**src/rtl/pot_spi_master_if.sv**
```systemverilog
// Potentiometer SPI engine bundle: requester handshake, command/readback words and serial pins.
// master = engine side, slave = requester/potentiometer side.
interface pot_spi_master_if;
    logic        send_data_spi;
    logic [15:0] dat_spi_out;
    logic        pot_sdo;
    logic        pot_sclk;
    logic        pot_sync_;
    logic        pot_din;
    logic        pot_busy;
    logic        send_ok_strobe;
    logic [15:0] pot_rd_data;

    modport master (
        input  send_data_spi, dat_spi_out, pot_sdo,
        output pot_sclk, pot_sync_, pot_din, pot_busy, send_ok_strobe, pot_rd_data
    );

    modport slave (
        output send_data_spi, dat_spi_out, pot_sdo,
        input  pot_sclk, pot_sync_, pot_din, pot_busy, send_ok_strobe, pot_rd_data
    );
endinterface

```
**src/rtl/pot_spi_master.sv**
```systemverilog
// 16-bit mode-1 SPI master for a digital potentiometer; one frame per request rising edge.
// Latency: T_CSS+32*CLK_DIV+T_CSH+T_GAP busy cycles; requests outside IDLE are ignored.
module pot_spi_master #(
    parameter int CLK_DIV = 4,
    parameter int T_CSS   = 2,
    parameter int T_CSH   = 2,
    parameter int T_GAP   = 4
) (
    input  logic             clk,
    input  logic             rst,
    pot_spi_master_if.master bus
);

    typedef enum logic [2:0] {IDLE, SETUP, SHIFT, HOLD, GAP} state_t;

    state_t      state, state_nxt;
    logic        req_d;
    logic [31:0] tmr, tmr_nxt;
    logic [4:0]  bit_cnt, bit_cnt_nxt;
    logic [15:0] tx, tx_nxt;
    logic [15:0] rx, rx_nxt;
    logic        sclk_q, sclk_nxt;
    logic        sync_q, sync_nxt;
    logic        din_q, din_nxt;
    logic        busy_q, busy_nxt;
    logic        strobe_q, strobe_nxt;
    logic [15:0] rd_q, rd_nxt;

    logic start;
    logic tmr_done;
    logic last_bit;

    assign start    = (state == IDLE) && bus.send_data_spi && !req_d;
    assign last_bit = (bit_cnt == 5'd16);

    always_comb begin
        tmr_done = 1'b0;
        case (state)
            SETUP:   tmr_done = (tmr == 32'(T_CSS - 1));
            SHIFT:   tmr_done = (tmr == 32'(CLK_DIV - 1));
            HOLD:    tmr_done = (tmr == 32'(T_CSH - 1));
            GAP:     tmr_done = (tmr == 32'(T_GAP - 1));
            default: tmr_done = 1'b0;
        endcase
    end

    always_ff @(posedge clk) begin
        if (rst) begin
            state <= IDLE;
        end else begin
            state <= state_nxt;
        end
    end

    always_comb begin
        state_nxt = state;
        case (state)
            IDLE:    if (start)    state_nxt = SETUP;
            SETUP:   if (tmr_done) state_nxt = SHIFT;
            // The trailing low half of bit 16 belongs to SHIFT so a frame spans 32*CLK_DIV cycles.
            SHIFT:   if (tmr_done && !sclk_q && last_bit) state_nxt = HOLD;
            HOLD:    if (tmr_done) state_nxt = GAP;
            GAP:     if (tmr_done) state_nxt = IDLE;
            default: state_nxt = IDLE;
        endcase
    end

    always_comb begin
        tmr_nxt     = (state == IDLE || tmr_done) ? 32'd0 : tmr + 32'd1;
        bit_cnt_nxt = bit_cnt;
        tx_nxt      = tx;
        rx_nxt      = rx;
        sclk_nxt    = sclk_q;
        sync_nxt    = sync_q;
        din_nxt     = din_q;
        busy_nxt    = busy_q;
        strobe_nxt  = 1'b0;
        rd_nxt      = rd_q;
        case (state)
            IDLE: begin
                if (start) begin
                    tx_nxt      = bus.dat_spi_out;
                    rx_nxt      = 16'h0000;
                    bit_cnt_nxt = 5'd0;
                    sync_nxt    = 1'b0;
                    busy_nxt    = 1'b1;
                end
            end
            SETUP: begin
                if (tmr_done) begin
                    sclk_nxt = 1'b1;
                    din_nxt  = tx[15];
                end
            end
            SHIFT: begin
                if (tmr_done) begin
                    if (sclk_q) begin
                        sclk_nxt    = 1'b0;
                        rx_nxt      = {rx[14:0], bus.pot_sdo};
                        tx_nxt      = {tx[14:0], 1'b0};
                        bit_cnt_nxt = bit_cnt + 5'd1;
                    end else if (!last_bit) begin
                        sclk_nxt = 1'b1;
                        din_nxt  = tx[15];
                    end
                end
            end
            HOLD: begin
                if (tmr_done) begin
                    sync_nxt   = 1'b1;
                    strobe_nxt = 1'b1;
                    rd_nxt     = rx;
                end
            end
            GAP: begin
                if (tmr_done) busy_nxt = 1'b0;
            end
            default: ;
        endcase
    end

    // req_d resets high so a request already asserted at reset release is not an edge.
    always_ff @(posedge clk) begin
        if (rst) begin
            req_d    <= 1'b1;
            tmr      <= 32'd0;
            bit_cnt  <= 5'd0;
            tx       <= 16'h0000;
            rx       <= 16'h0000;
            sclk_q   <= 1'b0;
            sync_q   <= 1'b1;
            din_q    <= 1'b0;
            busy_q   <= 1'b0;
            strobe_q <= 1'b0;
            rd_q     <= 16'h0000;
        end else begin
            req_d    <= bus.send_data_spi;
            tmr      <= tmr_nxt;
            bit_cnt  <= bit_cnt_nxt;
            tx       <= tx_nxt;
            rx       <= rx_nxt;
            sclk_q   <= sclk_nxt;
            sync_q   <= sync_nxt;
            din_q    <= din_nxt;
            busy_q   <= busy_nxt;
            strobe_q <= strobe_nxt;
            rd_q     <= rd_nxt;
        end
    end

    assign bus.pot_sclk       = sclk_q;
    assign bus.pot_sync_      = sync_q;
    assign bus.pot_din        = din_q;
    assign bus.pot_busy       = busy_q;
    assign bus.send_ok_strobe = strobe_q;
    assign bus.pot_rd_data    = rd_q;

endmodule

```
**src/flat_wrapper.sv**
```systemverilog
// flat-port wrapper written by rule: the top's interface ports become plain ports
module pot_spi_master_flat 
#(
    parameter int CLK_DIV = 4,
    parameter int T_CSS   = 2,
    parameter int T_CSH   = 2,
    parameter int T_GAP   = 4
)
  (clk, rst, bus_send_data_spi, bus_dat_spi_out, bus_pot_sdo, bus_pot_sclk, bus_pot_sync_, bus_pot_din, bus_pot_busy, bus_send_ok_strobe, bus_pot_rd_data);
  pot_spi_master_if bus_i ();
  input  logic clk;
  input  logic rst;
  input wire logic [$bits(bus_i.send_data_spi)-1:0] bus_send_data_spi;
  input wire logic [$bits(bus_i.dat_spi_out)-1:0] bus_dat_spi_out;
  input wire logic [$bits(bus_i.pot_sdo)-1:0] bus_pot_sdo;
  output wire logic [$bits(bus_i.pot_sclk)-1:0] bus_pot_sclk;
  output wire logic [$bits(bus_i.pot_sync_)-1:0] bus_pot_sync_;
  output wire logic [$bits(bus_i.pot_din)-1:0] bus_pot_din;
  output wire logic [$bits(bus_i.pot_busy)-1:0] bus_pot_busy;
  output wire logic [$bits(bus_i.send_ok_strobe)-1:0] bus_send_ok_strobe;
  output wire logic [$bits(bus_i.pot_rd_data)-1:0] bus_pot_rd_data;
  assign bus_i.send_data_spi = bus_send_data_spi;
  assign bus_i.dat_spi_out = bus_dat_spi_out;
  assign bus_i.pot_sdo = bus_pot_sdo;
  assign bus_pot_sclk = bus_i.pot_sclk;
  assign bus_pot_sync_ = bus_i.pot_sync_;
  assign bus_pot_din = bus_i.pot_din;
  assign bus_pot_busy = bus_i.pot_busy;
  assign bus_send_ok_strobe = bus_i.send_ok_strobe;
  assign bus_pot_rd_data = bus_i.pot_rd_data;
  pot_spi_master #(.CLK_DIV(CLK_DIV), .T_CSS(T_CSS), .T_CSH(T_CSH), .T_GAP(T_GAP)) u_core (.clk(clk), .rst(rst), .bus(bus_i));
endmodule
```
**config.mk**
```make
export PLATFORM = sky130hd
export DESIGN_NAME = pot_spi_master_flat
export DESIGN_NICKNAME = d
export VERILOG_FILES = /design/src/rtl/pot_spi_master_if.sv /design/src/rtl/pot_spi_master.sv /design/src/flat_wrapper.sv
export SDC_FILE = /design/constraint.sdc
export NUM_CORES = 1
export LEC_CHECK = 0
export ABC_CLOCK_PERIOD_IN_PS = 4300
export CORE_MARGIN = 5
export CORE_UTILIZATION = 30
export DETAILED_ROUTE_END_ITERATION = 16
export GPL_TIMING_DRIVEN = 0
export PLACE_DENSITY = 0.55
export SLEW_MARGIN = 5
export SYNTH_ARGS = -nofsm -noshare
export SYNTH_HDL_FRONTEND = slang
export SYNTH_SLANG_ARGS = --single-unit
```
**constraint.sdc**
```tcl
create_clock -name clk -period 4.3 [get_ports clk]
set_clock_uncertainty 0.2 [all_clocks]
set_input_delay 1.075 -clock clk [delete_from_list [all_inputs] [get_ports clk]]
set_output_delay 1.075 -clock clk [all_outputs]
set_load 0.01 [all_outputs]
```
Yosys cells after proc, flatten, opt, wreduce, memory -nomap -nowiden
Cells that the tools add are included.
{ "totals": {"reg_bits": 94, "latch_bits": 0, "mem_bits_rw": 0, "romBits": 0, "output_inout_bits": 21, "wordCells": 89, "mem_count": 0} }
{ "classes": {"n_addsub": 2, "multipliers": 0, "div": 0, "order_cmp": 0, "n_eq_ne": 16, "shift": 0, "mux": 35, "bitwise_logic": 1, "reduce_logical": 23} }
{ "ops": {"columns": ["operator", "n"], "rows": [
  ["$mux 16", 6],
  ["$pmux 16 s2", 2],
  ["$add 32x1->32 const B", 1],
  ["$eq 32x1->1 const B", 1],
  ["$eq 32x2->1 const B", 1],
  ["$mux 3", 5],
  ["$mux 5", 3],
  ["$pmux 3 s5", 1],
  ["$ne 2x1->1 const B", 7],
  ["$mux 1", 12],
  ["$pmux 1 s2", 5],
  ["$pmux 5 s2", 1],
  ["$reduce_and 5->1", 2],
  ["$reduce_and 3->1", 3],
  ["$reduce_bool 2->1", 4],
  ["$reduce_or 2->1", 4],
  ["$eq 3x2->1 const B", 2],
  ["$add 5x1->5 const B", 1],
  ["$eq 5x5->1 const B", 1],
  ["$logic_and 1x1->1", 4],
  ["$ne 2x2->1 const B", 2],
  ["$reduce_and 4->1", 1],
  ["$eq 3x1->1 const B", 1],
  ["$eq 3x3->1 const B", 1],
  ["5 further kinds", 6]
]} }

Longest topological paths before layout
{ "depth": {"ltp_word": 7, "depth_mapped": 8} }

Worst setup path after synthesis
OpenSTA, ideal clock, no wires.
{ "synth_path": {"path_type": "input to register", "from": "input bus_send_data_spi", "to": "register u_core.tx[10]", "setup_time_ps": 86, "arrival_ps": 2473, "slack_ps": 1541, "path_stages": 6, "n_path_buf": 2, "cell_sequence": "nor3b_1 o21a_1 buf_1 clkbuf_1 a21oi_1 a211oi_1"} }
{ "synth_between": {"elab_chain_len": 4} }
{ "synth_rtl": {"columns": ["item", "line_no", "source"], "rows": [
  ["from (decl)", "flat_wrapper.sv:13", "input wire logic [$bits(bus_i.send_data_spi)-1:0] bus_send_data_spi;"],
  ["$logic_and 1x1->1 (2 in series)", "pot_spi_master.sv:33", "assign start = (state == IDLE) && bus.send_data_spi && !req_d;"],
  ["$ne 2x1->1 (no source line)", null, null],
  ["$reduce_and 4->1 (no source line)", null, null],
  ["to (signal assigned)", "pot_spi_master.sv:140", "tx <= tx_nxt;"],
  ["to (decl)", "pot_spi_master.sv:20", "logic [15:0] tx, tx_nxt;"]
]} }
No other way between the ends.
A chain may end at the register's enable or synchronous reset.

Worst setup path after layout
{ "layout_path": {"from": "input bus_send_data_spi", "to": "register u_core.tx[11]"} }
Same word-level chain as after synthesis.

==> results_dict.tcl <==
set metrics [dict create \
    outcome "completed" \
    fp.dieW_um 127.7 \
    dr_total_vias 3268 \
    ys_types 53 \
    grt_pass1_vias 3234 \
    hold_violations 0 \
    end_kind "flip-flop" \
    antennaDiodeCount 0 \
    grt_pass1_wl_um 16300 \
    synth_top_family_by_area "simple AND/OR/NAND/NOR gates" \
    fin_nets 500 \
    die-area_um2 16300 \
    cp_data_arrival_time_ns 3.46 \
    ir_worst_vdd_mv 0.1962 \
    die_y_um 127.7 \
    synth_seq_cells 94 \
    grt_usage 0.1233 \
    synthFlopType "dfxtp_1" \
    startpoint_type "input pin" \
    drtAntennaViolNets 0 \
    cts_root_buf "clkbuf_16" \
    muxShareOfSynthArea 0.07227 \
    p_leak_nw 1.617 \
    grt_remaining_overflow 0 \
    fp.coreArea_um2 13720 \
    yosys-top-cells-area "dfxtp_1, mux2i_1, nor2_1" \
    drive_above_1_share 0.08316 \
    synthArstFlopShare 0 \
    pwr-share-seq 0.497 \
    antenna_found_initial 0 \
    synth-xor-area-share 0.06956 \
    crit_chain "clkdlybuf4s50_1 > nor3b_1 > o21a_1 > buf_1 > clkbuf_1 > a21oi_1 > a211oi_1" \
    cts_tree "yes" \
    synthSimpleGateAreaFrac 0.2261 \
    finalSetupViolations 0 \
    switchingPower_w 0.0004427 \
    wl_um 9462 \
    cts_buffers 9 \
    cts_resized 0 \
    ctsHtreeMaxLevel 3 \
    place.gp.congestion 0.7732 \
    comb_power_share 0.079 \
    synth_top_area_cell "dfxtp_1" \
    regArea_um2 1882 \
    maxSlewViolCount 0 \
    first_iter_violations 234 \
    grt_max_degree 17 \
    synth_area_per_cell_um2 9.754 \
    switching_share 0.2457 \
    power.density_nw_per_um2 355.9 \
    wl_per_cell_um 14.31 \
    hp-start "u_core.rx[15]" \
    first_pass_iters 4 \
    mostFrequentLayoutCells "dfxtp_1, nor2_1, clkdlybuf4s50_1" \
    tns_ns 0 \
    post-cts-setup-buffers 0 \
    ios 41 \
    synth_fa_ha_area_frac 0.009033 \
    via_per_inst 4.944 \
    period_needed_ns 3.395 \
    rsz0062_at_grt "false" \
    multiInputGateArea_um2 2132 \
    clock_latency_ns 0.35 \
    rr_startpoint "u_core.tmr[14]" \
    placementRows 43 \
    synth-edff-count 0 \
    synth_area_um2 4155 \
    netlist_instances 426 \
    initial_core_util 0.3029 \
    clkPwrFrac 0.425 \
    clk_pin_slew_ns 0.07 \
    ys_seq_area_frac 0.4529 \
    maxCapViolCount 0 \
    io_buffers 40 \
    yosys_warnings 0 \
    cpPeakStageDelay_ns 0.57 \
    worstSetupPathType "in -> reg" \
    worstPathRequired_ns 4.36 \
    max-clock-path-buffers 2 \
    final_common_cell "dfxtp_1" \
    drc_errors 0 \
    worstMarginPinSlew_ns 0.9017 \
    slew_headroom 0.3933 \
    p_int_w 0.001359 \
    cts.sinks 94 \
    hold_path.class "reg -> reg" \
    synth_compound_area_frac 0.1361 \
    max_freq_mhz 294.5 \
    syn_nets 449 \
    ctsHoldBuffers 0 \
    fillers 1353 \
    period_share 0.7896 \
    dp_hpwl_um 6913 \
    slowest_stage "nor3b_1" \
    syn_to_final_growth_pct 21.83 \
    yosysTopAreaCellShare 0.4529 \
    path_max_fanout 10 \
    final_core_util 0.3690 \
    crit_start "bus_send_data_spi" \
]
## critical path: cells and delay by family
kind	cells	cell delay, ns
buf+inv	3	1.23
compound gates	3	0.57
simple gates	1	0.57
## final cells by class
type,instances,area share
Timing Repair Buffer,40,0.07909
Sequential cell,94,0.3717
Clock buffer,10,0.04721
Inverter,7,0.005190
Multi-Input combinational cell,303,0.4212
Buffer,22,0.02274
Clock inverter,5,0.008403
Tap cell,180,0.04449
## logic make-up after synthesis
logic type / count (synthesis)
buffers and inverters: 29
xor gates and xnor gates: 33
and+or+nand+nor: 157
adders and majority gates: 3
AOI/OAI and AO/OA: 80
DFF: 94
muxes: 30
## worst paths after layout
check                                             endpoint  slack (ns)  cells after the start
worst max-delay path                         u_core.tx[11]        0.90                      7
worst min-delay path            u_core.bus.pot_rd_data[15]        0.27                      1
worst max register to register               u_core.tmr[4]        1.52                      6
worst min register to register  u_core.bus.pot_rd_data[15]        0.27                      1
## flip-flops by register name, indices dropped and copies added (netlist names)
| register | flops |
|---|---|
| u_core.bit_cnt | 5 |
| u_core.bus.pot_busy | 1 |
| u_core.bus.pot_din | 1 |
| u_core.bus.pot_rd_data | 16 |
| u_core.bus.pot_sclk | 1 |
| u_core.bus.pot_sync_ | 1 |
| u_core.bus.send_ok_strobe | 1 |
| u_core.req_d | 1 |
| u_core.rx | 16 |
| u_core.state | 3 |
| u_core.tmr | 32 |
| u_core.tx | 16 |
## power groups by stage
| stage | logic, W | registers [W] | clock network (W) |
|---|---|---|---|
| 2_1_floorplan | 0.0000934 | 0.000913 | 0 |
| 3_3_place_gp | 0.000139 | 0.000915 | 0 |
| 3_5_place_dp | 0.000142 | 0.000915 | 0 |
| 4_1_cts | 0.000142 | 0.000895 | 0.000785 |
| 5_1_grt | 0.000157 | 0.000896 | 0.000820 |
| 6_report | 0.000142 | 0.000895 | 0.000765 |
## stage by stage
step	total power (W)	setup WS, ns	hold WS (ns)	instance area (um^2)	instances
2_1_floorplan	0.001006	1.541	0.2344	4155	426
3_3_place_gp	0.001054	0.5740	0.2452	4781	646
3_5_place_dp	0.001057	0.5567	0.2554	4781	646
4_1_cts	0.001822	0.9124	0.2723	5062	661
5_1_grt	0.001874	0.6540	0.2943	5062	661
6_report	0.001802	0.9048	0.2687	5062	661
## routing by layer
layer  global-route usage  vias to the layer above  part of all wire
li1                     -                     1661                 -
met1               0.1668                     1569              0.48
met2               0.1883                       30              0.47
met3              0.02500                        8             0.036
met4              0.05930                        0             0.014
met5                    0                        -                 0
## synth_stat cells (all sizes together), types with 8 or more instances
master  count
a22o       16
dfxtp      94
a211oi     15
mux2i      30
nor3       11
nand4      12
and4        8
nor4       11
nand2      29
xor2       16
a21oi      28
nor2       42
nand3      19
xnor2      17
clkbuf     15
Power figures use the tool's default switching activity.
